## src/rtl/cmp_operand_loader.sv

```systemverilog
// Operand loader for the magnitude comparator: synchronises switches and buttons, turns each
// press into a one-cycle load, and holds a stable A/B pair. Optional debounce: CMP_LOADER_DEBOUNCE_EN.
module cmp_operand_loader #(
  parameter int WIDTH           = 4,
  parameter int SYNC_STAGES     = 2,
  parameter int DEBOUNCE_CYCLES = 16
) (
  input  logic             clk,
  input  logic             rst_n,
  input  logic [WIDTH-1:0] sw,
  input  logic             btn_a,
  input  logic             btn_b,
  input  logic             btn_clr,
  output logic [WIDTH-1:0] a,
  output logic [WIDTH-1:0] b,
  output logic             a_loaded,
  output logic             b_loaded,
  output logic             valid,
  output logic             new_pair
);

  // Bit 1 means A is loaded, bit 0 means B is loaded, so the flags decode straight from the state flops.
  typedef enum logic [1:0] {
    EMPTY  = 2'b00,
    B_ONLY = 2'b01,
    A_ONLY = 2'b10,
    BOTH   = 2'b11
  } state_t;

  localparam int BTN_A   = 0;
  localparam int BTN_B   = 1;
  localparam int BTN_CLR = 2;

  logic [2:0]                        btn_raw;
  logic [SYNC_STAGES-1:0][2:0]       btn_sync;
  logic [SYNC_STAGES-1:0][WIDTH-1:0] sw_sync;
  logic [2:0]                        btn_lvl;
  logic [2:0]                        btn_dly;
  logic [2:0]                        btn_pulse;
  logic [WIDTH-1:0]                  sw_cap;

  assign btn_raw = {btn_clr, btn_b, btn_a};

  // Switches and buttons share one chain depth so the captured switch value lines up with the press.
  always_ff @(posedge clk or negedge rst_n) begin
    if (!rst_n) begin
      btn_sync <= '0;
      sw_sync  <= '0;
    end else begin
      // NOTE: non-blocking assignments let every stage sample the previous stage's old value,
      // which is what makes this a shift chain rather than a single flop.
      btn_sync[0] <= btn_raw;
      sw_sync[0]  <= sw;
      for (int i = 1; i < SYNC_STAGES; i++) begin
        btn_sync[i] <= btn_sync[i-1];
        sw_sync[i]  <= sw_sync[i-1];
      end
    end
  end

`ifdef CMP_LOADER_DEBOUNCE_EN
  localparam int CW = (DEBOUNCE_CYCLES > 1) ? $clog2(DEBOUNCE_CYCLES) : 1;

  logic [2:0]                            btn_filt;
  logic [2:0][CW-1:0]                    db_cnt;
  logic [DEBOUNCE_CYCLES-1:0][WIDTH-1:0] sw_dly;

  // The filtered level follows the synchronised level only after it has disagreed for
  // DEBOUNCE_CYCLES consecutive cycles; any agreement in between restarts the count.
  always_ff @(posedge clk or negedge rst_n) begin
    if (!rst_n) begin
      btn_filt <= '0;
      db_cnt   <= '0;
      sw_dly   <= '0;
    end else begin
      for (int i = 0; i < 3; i++) begin
        if (btn_sync[SYNC_STAGES-1][i] != btn_filt[i]) begin
          if (db_cnt[i] == CW'(DEBOUNCE_CYCLES - 1)) begin
            btn_filt[i] <= btn_sync[SYNC_STAGES-1][i];
            db_cnt[i]   <= '0;
          end else begin
            db_cnt[i] <= db_cnt[i] + CW'(1);
          end
        end else begin
          db_cnt[i] <= '0;
        end
      end
      sw_dly[0] <= sw_sync[SYNC_STAGES-1];
      for (int i = 1; i < DEBOUNCE_CYCLES; i++) begin
        sw_dly[i] <= sw_dly[i-1];
      end
    end
  end

  assign btn_lvl = btn_filt;
  assign sw_cap  = sw_dly[DEBOUNCE_CYCLES-1];
`else
  assign btn_lvl = btn_sync[SYNC_STAGES-1];
  assign sw_cap  = sw_sync[SYNC_STAGES-1];
`endif

  // The delayed copy resets to 0, so a button held through reset release still registers as a press.
  always_ff @(posedge clk or negedge rst_n) begin
    if (!rst_n) begin
      btn_dly <= '0;
    end else begin
      btn_dly <= btn_lvl;
    end
  end

  assign btn_pulse = btn_lvl & ~btn_dly;

  state_t state;
  state_t state_nxt;
  logic   ld_a;
  logic   ld_b;
  logic   clr;

  assign ld_a = btn_pulse[BTN_A];
  assign ld_b = btn_pulse[BTN_B];
  assign clr  = btn_pulse[BTN_CLR];

  // A load only ever adds to the loaded set; clear is handled separately and wins.
  always_comb begin
    state_nxt = state_t'({state[1] | ld_a, state[0] | ld_b});
  end

  always_ff @(posedge clk or negedge rst_n) begin
    if (!rst_n) begin
      state    <= EMPTY;
      a        <= '0;
      b        <= '0;
      new_pair <= 1'b0;
    end else begin
      new_pair <= 1'b0;
      if (clr) begin
        state <= EMPTY;
        a     <= '0;
        b     <= '0;
      end else if (ld_a || ld_b) begin
        if (ld_a) a <= sw_cap;
        if (ld_b) b <= sw_cap;
        state    <= state_nxt;
        new_pair <= (state_nxt == BOTH);
      end
    end
  end

  assign a_loaded = state[1];
  assign b_loaded = state[0];
  assign valid    = (state == BOTH);

endmodule

```

## config.mk

```make
export PLATFORM = sky130hd
export DESIGN_NAME = cmp_operand_loader
export DESIGN_NICKNAME = d
export VERILOG_FILES = /design/src/rtl/cmp_operand_loader.sv
export SDC_FILE = /design/constraint.sdc
export NUM_CORES = 1
export LEC_CHECK = 0
export ABC_AREA = 1
export CORE_UTILIZATION = 39
export CTS_CLUSTER_SIZE = 25
export DETAILED_ROUTE_END_ITERATION = 8
export HOLD_SLACK_MARGIN = 0.08
export SYNTH_ARGS = -nofsm -noshare
export SYNTH_HDL_FRONTEND = slang
export SYNTH_SLANG_ARGS = --single-unit
```

## constraint.sdc

```tcl
create_clock -name clk -period 1.2 [get_ports clk]
set_clock_uncertainty 0.2 [all_clocks]
set_input_delay 0.24 -clock clk [delete_from_list [all_inputs] [get_ports clk]]
set_output_delay 0.24 -clock clk [all_outputs]
set_load 0.1 [all_outputs]
```

Yosys cells after proc, flatten, opt, wreduce, memory -nomap -nowiden

Cells that the tools add are included.

Register bits: 28
Output and inout port bits: 12
Logic and storage cells: 31

Equality and inequality tests: 2
Mux-type cells: 10
Bitwise logic cells: 4
Reductions and logical operators: 6

Operators with widths:

| kind                 | count |
|---|---|
| $mux W4              | 6 |
| $reduce_bool A2 Y1   | 3 |
| $eq A2 B2 Y1 const B | 2 |
| $mux W2              | 2 |
| $reduce_and A2 Y1    | 2 |
| $and A3 B3 Y3        | 1 |
| $not A3 Y3           | 1 |
| $mux W1              | 2 |
| $or A1 B1 Y1         | 2 |
| $logic_or A1 B1 Y1   | 1 |

Longest topological paths before layout

Depth in word-level cells: 6
Depth in mapped cells: 5
Gate-level depth less buffers: 5

Least setup slack after synthesis

Ideal clock, no wire load.

Path type: flip-flop to output port
From: register state[1]
To: output port valid
Data arrival time: 1651 ps
Setup slack: -891 ps
Cell stages (with the launch flop): 3
Path through: dfrtp_1 nand2_1 inv_1

Word-level cells in the longest chain between the ends: 1

RTL lines:

| item                   | RTL line | text |
|---|---|---|
| from (decl)            | 113      | `state_t state;` |
| from (signal assigned) | 143      | `state <= state_nxt;` |
| $eq A2 B2 Y1           | 151      | `assign valid = (state == BOTH);` |
| to (decl)              | 18       | `output logic valid,` |

Every way passes these cells.

Final worst setup path

Ends and elaborated chain as after synthesis.

==> impl_metrics.tcl <==
set metrics [dict create \
    detailedRoute.firstPassIterationCount 4 \
    routed_wirelength_um 1296 \
    timing_hold_violations_final 0 \
    multi_input_gate_area_um2 185.2 \
    rsz0062_at_grt "yes" \
    count_of_standard_cell_rows 17 \
    ys_seq_elements 28 \
    max_freq_mhz 624.9 \
    finalCritPeriodShare 1.334 \
    cts_tree "yes" \
    regArea_um2 719.4 \
    antenna_cells_inserted 0 \
    max-vdd-ir-drop_mv 1.051 \
    fill_count 173 \
    power.total_mw 2.039 \
    path_depth 3 \
    drtIter0Drc 2 \
    ys_seq_area_frac 0.7588 \
    final_min_period_ns 1.600 \
    post_drt_via_cell_ratio 4.469 \
    die-width_um 50.66 \
    synth_largest_area_cell "dfrtp_1" \
    clk_root_buffer_cell "clkbuf_4" \
    syn_area_um2 923.4 \
    design.die.area_um2 2566 \
    synth_area_leaders "dfrtp_1, nand3_1, nand2_1" \
    drv_slew 0 \
    drt.antenna.violating_nets 0 \
    dr_wl_met2_um 672 \
    met3RoutedLength_um 54 \
    grt_max_degree 29 \
    worst_ep_arrival_time_ns 1.16 \
    synth_nets 82 \
    place.detailed.instances 123 \
    routed-via-count 572 \
    routedLengthMet1_um 554 \
    cts_setup_buffers 0 \
    core_um2 2212 \
    route.detailed.wl_per_inst_um 10.13 \
    critical_path_required_ns 0.76 \
    r2r_cells 5 \
    max_stage_delay_ns 0.51 \
    critPathMaxFanout 2 \
    final_layout_size_suffix_gt1_frac 0.3500 \
    r2r_start "state[0]$_DFFE_PN0P_" \
    report.final.setup_viol 12 \
    cp-endpoint "valid" \
    avgSynthCellArea_um2 12.65 \
    initial_core_util 0.4174 \
    port_buffers 20 \
    cap_violations 0 \
    minimum_setup_slack_in_the_final_design_ns -0.4002 \
    cpLargestDelayFamily "flip-flops" \
    place_hpwl_um 963.7 \
    maximum_buffer_depth_of_the_clock_tree 2 \
    timing.max_slew.rel_slack 0.8871 \
    final_net_count 110 \
    actual_transition_at_the_worst_max_transition_pin_ns 0.1692 \
    final_cell_mix "dfrtp_1, nand3_1, nand2_1, buf_12, dfrtp_2" \
    cell_breakdown_of_the_critical_path "nand2_4, clkinvlp_4, buf_12" \
    syn_inst 73 \
    crit_path_class "reg -> out" \
    first_global_vias 548 \
    grt_first_pass_wirelength_um 2256 \
    utilization 0.6188 \
    min-delay-path-class "in -> reg" \
    crit_path_start_kind "flop" \
    power-per-cell-area_nw_per_um2 1490 \
    ios 21 \
    fin_worst_hold_slack_ns 0.1324 \
    pre_cts_slack_ns -0.06190 \
    yosysWarnings 0 \
    drcViolationCount 0 \
    outcome "finished with violations" \
    ff2ff_setup_slack_ns 0.02 \
    place_area_um2 1328 \
    flow.area_growth_from_synthesis_pct 48.24 \
    path_buf_inv 2 \
    mostFrequentLayoutCell "dfrtp_1" \
    total_leakage_power_nw 0.6631 \
    setup_total_negative_slack_ns -2.771 \
    yosysTopAreaCellShare 0.7588 \
    violated_checks "negative setup slack" \
    critical-path-slowest-cell "dfrtp_4" \
    grt_antenna_before_repair 0 \
    cts_num_sinks 28 \
    top_layer_used "met4" \
    instances_no_fill 128 \
    critPathCaptureType "output port" \
    worstSetupStartpoint "state[1]$_DFFE_PN0P_" \
    grt_usage 0.1234 \
    die_outline_height_um 50.66 \
    worstReg2RegEnd "new_pair$_DFF_PN0_" \
    overflow 0 \
    final_cell_area_um2 1369 \
    worst_setup_hold_path_clk_slew_ns 0.14 \
    synthDistinctLibCells 9 \
    worstSkewPairLatency_ns 0.32 \
    gp_congestion 0.7819 \
    cts_max_level 1 \
    numCtsBuffers 3 \
]
[per-layer routing]
| metal | track usage | vias to the layer above |
|---|---|---|
| met2 | 0.2267 | 18 |
| met1 | 0.1316 | 269 |
| met4 | 0.06944 | 0 |
| met3 | 0.02121 | 2 |
| li1 | - | 283 |
| met5 | 0 | - |
[timing repair]
item,4_1_cts,5_1_grt
hold buffers,1,0
hold endpoints to repair,28,0
cloned,0,0
gates resized for setup,1,0
pin swaps,0,0
setup endpoints to repair,12,14
[registers in the layout, summed over array words and instances (netlist names)]
name and count:
new_pair 1, btn_lvl 3, btn_dly 3, a 4, sw_sync 4, sw_cap 4, btn_sync 3, state 2
b 4
[worst reg2reg max path, cell delays in order, from the launching register on]
cell	delay, ns
dfrtp_4	0.51
buf_4	0.15
inv_1	0.06
nand2_1	0.06
nand2_1	0.07
nor2_1	0.04
[Yosys cell counts]
library cell	count
dfrtp_1	28
nand3_1	16
nand2_1	14
inv_1	8
nand2_4	3
a21boi_0	1
buf_6	1
inv_2	1
nor2_1	1
[final cells by class]
type,instances,area share
Tap cell,28,0.02559
Clock buffer,4,0.01920
Inverter,9,0.02742
Multi-Input combinational cell,35,0.1353
Timing Repair Buffer,24,0.2669
Sequential cell,28,0.5256
[kinds of logic (layout without fill, tap and decap cells)]
kind of cell / after synthesis / count (layout) / share of synthesized area
compound gates: 1 / 1 / 0.008133
buf+inv: 10 / 37 / 0.04878
flops: 28 / 28 / 0.7588
simple gates: 34 / 34 / 0.1843
[how the worst min path moves through the flow]
| stage | startpoint | cells after the start | end |
|---|---|---|---|
| after global routing | sw[3] | 1 | sw_sync[3]$_DFF_PN0_ |
| after CTS | sw[3] | 1 | sw_sync[3]$_DFF_PN0_ |
| after detailed placement | btn_sync[1]$_DFF_PN0_ | 0 | btn_lvl[1]$_DFF_PN0_ |
| after global placement | btn_sync[0]$_DFF_PN0_ | 0 | btn_lvl[0]$_DFF_PN0_ |
| final | sw[3] | 1 | sw_sync[3]$_DFF_PN0_ |
| after floorplan | rst_n | 0 | a[0]$_DFFE_PN0P_ |
[report_power, final]
| group | internal [mW] | total [mW] | switching (mW) |
|---|---|---|---|
| clock | 0.130 | 0.384 | 0.254 |
| sequential | 1.02 | 1.07 | 0.0499 |
| combinational | 0.215 | 0.589 | 0.374 |
No activity file was read; power rests on OpenSTA's default activity.
